==> src/rtl/mc_control_fsm.sv <==
// mc_control_fsm: multi-cycle MIPS control sequencer.
// Steps fetch/decode/execute/memory/writeback for each instruction and drives the
// datapath enables and mux selects. FETCH, MEMRD and MEMWR wait on the mem_ready
// handshake. A wait counter turns a stuck bus into a sticky bus_err and a HALT.
// Optional build macro: ILLEGAL_TRAP_EN. When it is defined, an unlisted opcode
// traps in TRAP. When it is undefined, an unlisted opcode behaves as a NOP.
//
// Handshake: a request (mem_re or mem_we) is held while the FSM is in
// FETCH/MEMRD/MEMWR. The access completes in the cycle where the request and
// mem_ready are both high, and the FSM leaves the state on the next edge.
// mem_ready is ignored in every other state.
module mc_control_fsm #(
  parameter int unsigned TIMEOUT = 16
) (
  input  logic       clk,
  input  logic       rst_n,
  input  logic [5:0] opcode,
  input  logic       alu_zero,
  input  logic       mem_ready,
  output logic       pc_we,
  output logic [1:0] pc_src,
  output logic       iord,
  output logic       mem_re,
  output logic       mem_we,
  output logic       ir_we,
  output logic       ext_zero,
  output logic       alu_src_a,
  output logic [1:0] alu_src_b,
  output logic [1:0] alu_op,
  output logic       reg_dst,
  output logic       mem_to_reg,
  output logic       reg_we,
  output logic       bus_err,
  output logic [3:0] state_o
);

  typedef enum logic [3:0] {
    S_FETCH  = 4'd0,
    S_DECODE = 4'd1,
    S_MEMADR = 4'd2,
    S_MEMRD  = 4'd3,
    S_MEMWB  = 4'd4,
    S_MEMWR  = 4'd5,
    S_EXEC_R = 4'd6,
    S_RWB    = 4'd7,
    S_EXEC_I = 4'd8,
    S_IWB    = 4'd9,
    S_BRANCH = 4'd10,
    S_JUMP   = 4'd11,
    S_HALT   = 4'd12,
    S_TRAP   = 4'd13
  } state_t;

  // The wait counter compares against TIMEOUT-1, so the timeout fires on the
  // TIMEOUT-th consecutive cycle without mem_ready.
  localparam logic [7:0] LP_WAIT_LAST = 8'(TIMEOUT - 1);

  state_t     r_state;
  state_t     w_next;
  logic [7:0] r_wait;
  logic       r_bus_err;
  logic       w_in_wait;
  logic       w_timeout;
  logic       w_zext_op;
  logic       w_pc_we;
  logic       w_mem_re;
  logic       w_mem_we;
  logic       w_ir_we;

  assign w_in_wait = (r_state == S_FETCH) || (r_state == S_MEMRD) || (r_state == S_MEMWR);
  assign w_timeout = w_in_wait && !mem_ready && (r_wait == LP_WAIT_LAST);
  // andi/ori/xori zero-extend their immediate. All other immediate ops sign-extend.
  assign w_zext_op = (opcode == 6'h0C) || (opcode == 6'h0D) || (opcode == 6'h0E);

  // Next-state selection from the current state, opcode and handshake.
  always_comb begin
    w_next = r_state;
    case (r_state)
      S_FETCH: begin
        if (w_timeout)      w_next = S_HALT;
        else if (mem_ready) w_next = S_DECODE;
      end
      S_DECODE: begin
        if (opcode == 6'h00)                           w_next = S_EXEC_R;
        else if (opcode == 6'h23 || opcode == 6'h2B)   w_next = S_MEMADR;
        else if (opcode == 6'h04 || opcode == 6'h05)   w_next = S_BRANCH;
        else if (opcode == 6'h02)                      w_next = S_JUMP;
        else if (opcode[5:3] == 3'b001)                w_next = S_EXEC_I;
        else if (opcode == 6'h3F)                      w_next = S_HALT;
        else begin
`ifdef ILLEGAL_TRAP_EN
          w_next = S_TRAP;
`else
          w_next = S_FETCH;
`endif
        end
      end
      S_MEMADR: begin
        if (opcode == 6'h2B)      w_next = S_MEMWR;
        else if (opcode == 6'h23) w_next = S_MEMRD;
        else                      w_next = S_FETCH;
      end
      S_MEMRD: begin
        if (w_timeout)      w_next = S_HALT;
        else if (mem_ready) w_next = S_MEMWB;
      end
      S_MEMWR: begin
        if (w_timeout)      w_next = S_HALT;
        else if (mem_ready) w_next = S_FETCH;
      end
      S_MEMWB:  w_next = S_FETCH;
      S_EXEC_R: w_next = S_RWB;
      S_RWB:    w_next = S_FETCH;
      S_EXEC_I: w_next = S_IWB;
      S_IWB:    w_next = S_FETCH;
      S_BRANCH: w_next = S_FETCH;
      S_JUMP:   w_next = S_FETCH;
      S_HALT:   w_next = S_HALT;
      S_TRAP:   w_next = S_TRAP;
      default:  w_next = S_FETCH;
    endcase
  end

  // Datapath controls are decoded from the state register. The only input
  // terms are the handshake in FETCH, the branch condition, and the opcode,
  // which the IR holds stable.
  always_comb begin
    w_pc_we    = 1'b0;
    pc_src     = 2'd0;
    iord       = 1'b0;
    w_mem_re   = 1'b0;
    w_mem_we   = 1'b0;
    w_ir_we    = 1'b0;
    ext_zero   = 1'b0;
    alu_src_a  = 1'b0;
    alu_src_b  = 2'd0;
    alu_op     = 2'd0;
    reg_dst    = 1'b0;
    mem_to_reg = 1'b0;
    reg_we     = 1'b0;
    case (r_state)
      S_FETCH: begin
        w_mem_re  = 1'b1;
        w_ir_we   = mem_ready;
        w_pc_we   = mem_ready;
        alu_src_b = 2'd1;
      end
      S_DECODE: alu_src_b = 2'd3;
      S_MEMADR: begin
        alu_src_a = 1'b1;
        alu_src_b = 2'd2;
      end
      S_MEMRD: begin
        iord     = 1'b1;
        w_mem_re = 1'b1;
      end
      S_MEMWB: begin
        mem_to_reg = 1'b1;
        reg_we     = 1'b1;
      end
      S_MEMWR: begin
        iord     = 1'b1;
        w_mem_we = 1'b1;
      end
      S_EXEC_R: begin
        alu_src_a = 1'b1;
        alu_op    = 2'd2;
      end
      S_RWB: begin
        reg_dst = 1'b1;
        reg_we  = 1'b1;
      end
      S_EXEC_I: begin
        alu_src_a = 1'b1;
        alu_src_b = 2'd2;
        alu_op    = 2'd3;
        ext_zero  = w_zext_op;
      end
      S_IWB: begin
        reg_we   = 1'b1;
        ext_zero = w_zext_op;
      end
      S_BRANCH: begin
        alu_src_a = 1'b1;
        alu_op    = 2'd1;
        pc_src    = 2'd1;
        w_pc_we   = (opcode == 6'h04) ? alu_zero : ~alu_zero;
      end
      S_JUMP: begin
        pc_src  = 2'd2;
        w_pc_we = 1'b1;
      end
      default: ;
    endcase
  end

  // The reset state is FETCH, which raises mem_re. Gating with rst_n makes an
  // asserted reset drop every request and write strobe at once, without
  // waiting for a clock edge.
  assign mem_re  = w_mem_re & rst_n;
  assign mem_we  = w_mem_we & rst_n;
  assign ir_we   = w_ir_we  & rst_n;
  assign pc_we   = w_pc_we  & rst_n;
  assign bus_err = r_bus_err;
  assign state_o = r_state;

  // State register, wait counter and sticky bus error.
  always_ff @(posedge clk or negedge rst_n) begin
    if (!rst_n) begin
      r_state   <= S_FETCH;
      r_wait    <= 8'd0;
      r_bus_err <= 1'b0;
    end else begin
      r_state <= w_next;
      // Counting only while the FSM stays in a request state clears the
      // counter on every entry to FETCH/MEMRD/MEMWR.
      if (w_in_wait && (w_next == r_state)) r_wait <= r_wait + 8'd1;
      else                                  r_wait <= 8'd0;
      if (w_timeout) r_bus_err <= 1'b1;
    end
  end

endmodule

==> config.mk <==
export PLATFORM = sky130hd
export DESIGN_NAME = mc_control_fsm
export DESIGN_NICKNAME = d
export VERILOG_FILES = /design/src/rtl/mc_control_fsm.sv
export SDC_FILE = /design/constraint.sdc
export NUM_CORES = 1
export LEC_CHECK = 0
export BUFFER_PORTS_ARGS = -buffer_cell sky130_fd_sc_hd__buf_2
export CORE_MARGIN = 1.5
export CORE_UTILIZATION = 35
export DETAILED_ROUTE_END_ITERATION = 10
export GPL_TIMING_DRIVEN = 0
export PLACE_DENSITY = 0.58
export SETUP_SLACK_MARGIN = 0.15
export SYNTH_ARGS = -nofsm -noshare
export SYNTH_HDL_FRONTEND = slang
export SYNTH_SLANG_ARGS = --single-unit
==> constraint.sdc <==
create_clock -name clk -period 1.75 [get_ports clk]
set_input_delay 0.35 -clock clk [delete_from_list [all_inputs] [get_ports clk]]
set_output_delay 0.35 -clock clk [all_outputs]
set_load 0.02 [all_outputs]
==> metrics.txt, run 1 <==
status=finished with violations; failing checks=setup timing; Area growth, synth to finish=83.0%; MaxCap Viol Count=0; Syn. warnings=0; fmax=504 MHz; CTS max path bufs=2; syn avg cell area=between 7 and 8 um^2; CP startpoint kind=flop; Reg clk slew, reported paths=0.08 ns; max-slew violation count=0; unrepaired setup endpoints after global routing=yes; Hold WC Path Type=input pin to flop; TritonCTS clock tree=done; Slew HR=59.6%; Initial Util=36.5%; FF-to-FF setup slack=-0.23 ns; leading area contributor after synthesis=dfrtp_1; post-synth net total=between 100 and 150; Primary FF master, synth=dfrtp_1; Overall Global Routing Usage=22.5%; worst hold start=opcode[4]; CTS Root Cell=clkbuf_4; crit path max fanout=4; worst-skew pair later-pin latency=0.28 ns; dpl ws=-0.306 ns; Peak VDD IR=0.000436 V; Placement Rows=20; Num CTS Buffers=3; R2R Path End=state_o[0]; Port Buffers=27; nets@finish=208; gp weighted congestion=around 0.9; first-pass GRT wire length=5930 um; Die Y=just under 60 um; initial drt markers=30; n_diodes=0; number of enable flip-flop cells after synthesis=0; detailed placer's ending HPWL=2180 um; Final ANT Viol Nets=0; final wirelength=3770 um; die area=0.00347 mm^2; sequential share of the synthesized area=slightly below 30%; vias=around 1,300; Synth area leaders=dfrtp_1 30%, nor2_1 5.8%, xor2_1 4.8%; vias per inst=5.61; share of layout cells above drive strength 1=57.1%; setup ws final=-0.233 ns; mean routed wirelength per cell=16.4 um; top-area cell type share of the netlist area=29.7%; global route overflow=0; Worst setup EP type=flop; DRC viols=0; Final setup violation count=22; most common library cells after synthesis=17 x nor2_1, 13 x dfrtp_1, 9 x nand2_1; worst reg2reg path depth=5; Sink Count=13; Placeable Area=0.00300 mm^2; Worst Tran Pin Value=0.604 ns; Static Leak=0.885 nW; die width=58.9 um; CP Class=flop to flop; count leader, synth=nor2_1; r2r startpoint=r_wait[4]; hold path depth=2; asr flop ratio synth=100%; Worst Path Arrival=2.13 ns; crit path time final=1.98 ns; Hold Violations, Final=0; Worst Path Required=1.89 ns; PwrDens=1130 mW/mm^2; via count of the first global-routing pass=1,223; Top-Level Pins=31; initial antenna violation count=0; H-tree Lvls=1; Seq cells post-synth=13; Clock Skew=0.00762 ns; Final Cycle Share=113%; synthesized cell area=approximately 0.0011 mm^2; largest net degree at the start of global routing=14; drt pass-1 iters=4; Worst Hold End=state_o[1]; Synth Instances=138; count of cell types in the netlist=48; total power=2.27 mW
-- area by class of cell --
class	count	area, um^2
Fill cell	224	1000
Multi-Input combinational cell	112	975
Timing Repair Buffer	54	479
Sequential cell	13	328
Buffer	10	140
Tap cell	33	41.3
Clock buffer	4	26.3
Inverter	3	13.8
-- worst max-delay path by stage --
| stage | start | end | cells past startpoint | slack [ns] |
|---|---|---|---|---|
| 6_report | r_wait[4] | state_o[0] | 5 | -0.23 |
| 5_1_grt | r_wait[4] | state_o[0] | 5 | -0.28 |
| 4_1_cts | r_wait[4] | state_o[0] | 5 | -0.18 |
| 3_5_place_dp | mem_ready | state_o[0] | 6 | -0.31 |
| 3_3_place_gp | mem_ready | state_o[0] | 6 | -0.31 |
| 2_1_floorplan | r_wait[4] | state_o[0] | 5 | -0.06 |
-- where the power goes --
part	internal [mW]	switching, mW
clock	0.0884	0.0996
combinational	0.839	0.850
sequential	0.345	0.0454
-- what timing repair did --
item                       CTS  global route
hold buffers                 1             0
setup endpoints to repair   29            29
pin swaps                   11            10
buffers inserted            20             5
cloned                       1             0
hold endpoints to repair    13             0
resized for setup           78            20
-- cells in the final DEF, fill, tap and decap left out, types with 2 or more instances in the layout --
| master | count |
|---|---|
| a21oi_1 | 2 |
| a21oi_2 | 2 |
| and3_1 | 2 |
| buf_2 | 11 |
| buf_4 | 21 |
| buf_6 | 21 |
| buf_8 | 4 |
| clkbuf_1 | 2 |
| clkbuf_16 | 2 |
| clkbuf_4 | 3 |
| dfrtp_1 | 11 |
| dfrtp_2 | 2 |
| inv_1 | 2 |
| nand2_1 | 8 |
| nand2b_1 | 2 |
| nand2b_4 | 3 |
| nand3_1 | 7 |
| nand4b_1 | 3 |
| nor2_1 | 11 |
| nor2_4 | 5 |
| nor2b_4 | 4 |
| nor3_2 | 4 |
| nor3_4 | 3 |
| nor4_4 | 2 |
| o21ai_0 | 6 |
| or2_2 | 2 |
| or3_1 | 2 |
| xnor2_1 | 3 |
| xor2_1 | 5 |
-- metrics by stage --
step | TNS [ns] | util, % | hold slack, ns | instance area [um^2] | cells
final | -3.06 | 66.7 | 0.406 | 2000 | 229
after global routing | -4.50 | 66.7 | 0.393 | 2000 | 229
after CTS | -2.01 | 63.2 | 0.444 | 1900 | 224
after floorplan | -0.0781 | - | 0.0544 | 1200 | 138
after detailed placement | -2.87 | 46.0 | 0.280 | 1380 | 198
after global placement | -2.90 | 46.0 | 0.277 | 1380 | 198
-- registers in the layout, indices dropped and copies added, names as in the netlist --
register and flops:
r_wait 8, bus_err 1, state_o 4
-- routing by layer --
metal / part of all wire [%] / wire, um / vias to the layer above / track usage (%)
li1: - / - / 623 / -
met1: 44 / 1640 / 614 / 29.3
met2: 51 / 1920 / 44 / 37.8
met3: 4.6 / 175 / 4 / 5.49
met4: 0.74 / 28 / 0 / 4.87
met5: 0 / 0 / - / 0
-- worst max-delay path, stage by stage (launching register included) --
cell      delay (ns)
dfrtp_1         0.39
or3_1           0.34
or4_4           0.52
nor2b_4         0.15
a222oi_1        0.28
o31ai_1         0.16
-- kinds of logic after synthesis --
family	share of synthesized area [%]
compound gates	17.0
xor+xnor	7.20
fa+ha+maj	1.14
buf+inv	5.26
flops	29.7
mux	1.94
simple gates	37.7
Note: power is estimated with default switching activity, not from simulation.
==> run 2, diff against run 1 <==
--- a/config.mk
+++ b/config.mk
@@ -5,12 +5,12 @@
 export SDC_FILE = /design/constraint.sdc
 export NUM_CORES = 1
 export LEC_CHECK = 0
-export BUFFER_PORTS_ARGS = -buffer_cell sky130_fd_sc_hd__buf_2
 export CORE_MARGIN = 1.5
 export CORE_UTILIZATION = 35
 export DETAILED_ROUTE_END_ITERATION = 10
+export DONT_BUFFER_PORTS = 1
 export GPL_TIMING_DRIVEN = 0
-export PLACE_DENSITY = 0.58
+export PLACE_DENSITY = 0.51
 export SETUP_SLACK_MARGIN = 0.15
 export SYNTH_ARGS = -nofsm -noshare
 export SYNTH_HDL_FRONTEND = slang
==> run 2 against run 1 <==
Compared with the run above: highest routed layer unchanged; sequential power rose by 20%; clock power about the same; the run still ends with setup timing left; largest cell class unchanged; via count shrank 6.2%.
==> metrics.txt, run 2 (synthesis gave the netlist of run 1 again) <==
die area=0.00347 mm^2 (unchanged); Worst Path Arrival=2.10 ns (was 2.13 ns); Worst Tran Pin Value=0.621 ns (was 0.604 ns); share of layout cells above drive strength 1=51.5% (was 57.1%); Top reg by flops=r_wait (unchanged); TritonCTS clock tree=done (unchanged); nets@finish=183 (was 208); share of total power in combinational logic=70.6% (was 74.5%); setup ws final=-0.202 ns (was -0.233 ns); fmax=512 MHz (was 504 MHz); worst reg2reg path depth=5 (unchanged); CP startpoint kind=flop (unchanged); # fillers=229 (was 224); wire length on met1=1600 um (was 1640 um); final wirelength=3710 um (was 3770 um); first-pass GRT wire length=5770 um (was 5930 um); Slew HR=58.5% (was 59.6%); Overall Global Routing Usage=21.8% (was 22.5%); Clock Skew=0.00820 ns (was 0.00762 ns); worst-skew pair later-pin latency=0.28 ns (about the same); initial drt markers=67 (was 30); H-tree Lvls=1 (unchanged); Final setup violation count=25 (was 22); total power=2.24 mW (was 2.27 mW); via count of the first global-routing pass=1,191 (was 1,223); CTS Root Cell=clkbuf_4 (unchanged); Sink Count=13 (unchanged); drt pass-1 iters=4 (unchanged); status=finished with violations (unchanged); Num CTS Buffers=3 (unchanged); CP Class=flop to flop (unchanged); failing checks=setup timing (unchanged); largest net degree at the start of global routing=14 (unchanged); Placeable Area=0.00300 mm^2 (unchanged); initial antenna violation count=0 (unchanged); most frequent cells in the layout=20 x buf_4, 11 x nor2_1, 9 x dfrtp_1 (was 21 x buf_4, 21 x buf_6, 11 x nor2_1, 11 x dfrtp_1, 11 x buf_2); unrepaired setup endpoints after global routing=yes (unchanged); DRC viols=0 (unchanged); n_diodes=0 (unchanged); wire length on met2=1870 um (was 1920 um); met3 WL=203 um (was 175 um); hold path depth=2 (unchanged); detailed placer's ending HPWL=2100 um (was 2180 um); Die Y=58.9 um (unchanged); mean routed wirelength per cell=18.2 um (was 16.4 um); crit path max fanout=4 (unchanged); P_sw=1.03 mW (was 0.995 mW); Final ANT Viol Nets=0 (unchanged); Top-Level Pins=31 (unchanged); Port Buffers=0 (was 27); Hold WC Path Type=input pin to flop (unchanged); PwrDens=1200 mW/mm^2 (was 1130 mW/mm^2); Hold Violations, Final=0 (unchanged); max-slew violation count=0 (unchanged); fin cells=204 (was 229); Reg clk slew, reported paths=0.08 ns (about the same); Peak VDD IR=0.000481 V (was 0.000436 V); max layer used=met4 (unchanged); vias=1,205 (was 1,285); max FFs per register=8 (unchanged); Placement Rows=20 (unchanged); crit path time final=1.95 ns (was 1.98 ns); post-route setup TNS=-2.93 ns (was -3.06 ns); Final Cycle Share=112% (was 113%); CTS max path bufs=2 (unchanged); commonest non-fill, non-tap cell in the layout=buf_4; Worst Path Required=1.89 ns (about the same); global route overflow=0 (unchanged); Net Sw Frac=46.0% (was 43.9%); Worst setup EP type=flop (unchanged); die width=58.9 um (unchanged); gp weighted congestion=0.862 (was 0.883); post-placement cell count=171 (was 198); Sequential Power Share=20.9% (was 17.2%); clock network fraction of design power=8.4% (was 8.3%); internal power=1.21 mW (was 1.27 mW); Static Leak=0.750 nW (was 0.885 nW); hold slack=0.296 ns (was 0.406 ns); MaxCap Viol Count=0 (unchanged); vias per inst=5.91 (was 5.61); Area growth, synth to finish=71.0% (was 83.0%); Initial Util=36.5% (unchanged)
==> run 2: cell types whose count changed in the layout (fill, tap and decap cells not counted), moves of 2 or more <==
cell | before | now
buf_12 | 0 | 2
buf_6 | 21 | 5
a21oi_2 | 2 | 0
buf_2 | 11 | 0
a21oi_4 | 0 | 2
clkbuf_1 | 2 | 4
dfrtp_1 | 11 | 9
dfrtp_2 | 2 | 4
==> run 2: path summary, 6_finish.rpt <==
path,start,to,slack [ns]
setup / recovery,r_wait[5],state_o[0],-0.20
hold / removal,mem_ready,state_o[2],0.30
setup reg to reg,r_wait[5],state_o[0],-0.20
hold reg to reg,r_wait[0],r_wait[0],0.52
max in group asynchronous,rst_n,state_o[3],0.79
min in group asynchronous,rst_n,r_wait[4],0.52
==> run 2: worst max-delay path, stage by stage, from the launching register on <==
cell      delay, ns
dfrtp_1        0.41
or3_1          0.33
or4_4          0.49
nor2b_4        0.15
a222oi_1       0.26
o31ai_1        0.16
==> run 2: layout make-up <==
class	instances	area, um^2	area share (%)
Timing Repair Buffer	29	269	14.4
Clock buffer	4	26.3	1.40
Sequential cell	13	330	17.6
Tap cell	33	41.3	2.21
Inverter	3	11.3	0.602
Buffer	10	136	7.29
Multi-Input combinational cell	112	1060	56.5
==> run 2: routing by layer <==
metal / vias to the layer above / track usage, %
met5: - / 0
met4: 0 / 4.22
li1: 566 / -
met2: 45 / 36.7
met1: 588 / 28.3
met3: 6 / 5.49
==> run 2: per-stage QoR <==
step	util [%]	setup slack, ns	cell area [um^2]
global route	62.3	-0.223	1870
floorplan	-	-0.0578	1200
detailed placement	41.5	-0.224	1240
global placement	41.5	-0.232	1240
finish	62.3	-0.202	1870
CTS	58.8	-0.216	1770
==> run 2: timing repair <==
action                     in CTS  in global routing
hold endpoints to repair       13                  0
gates cloned                    1                  0
setup endpoints to repair      29                 29
resized for setup              62                 11
setup buffers                  23                  4
pin swaps                      16                  9
hold buffers                    1                  0
==> run 2: power groups by stage <==
stage	combinational (mW)	sequential, mW	clock (mW)
after floorplan	0.719	0.419	0
after CTS	1.48	0.457	0.193
final	1.58	0.469	0.189
after detailed placement	0.847	0.432	0
after global placement	0.838	0.429	0
after global routing	1.66	0.477	0.211
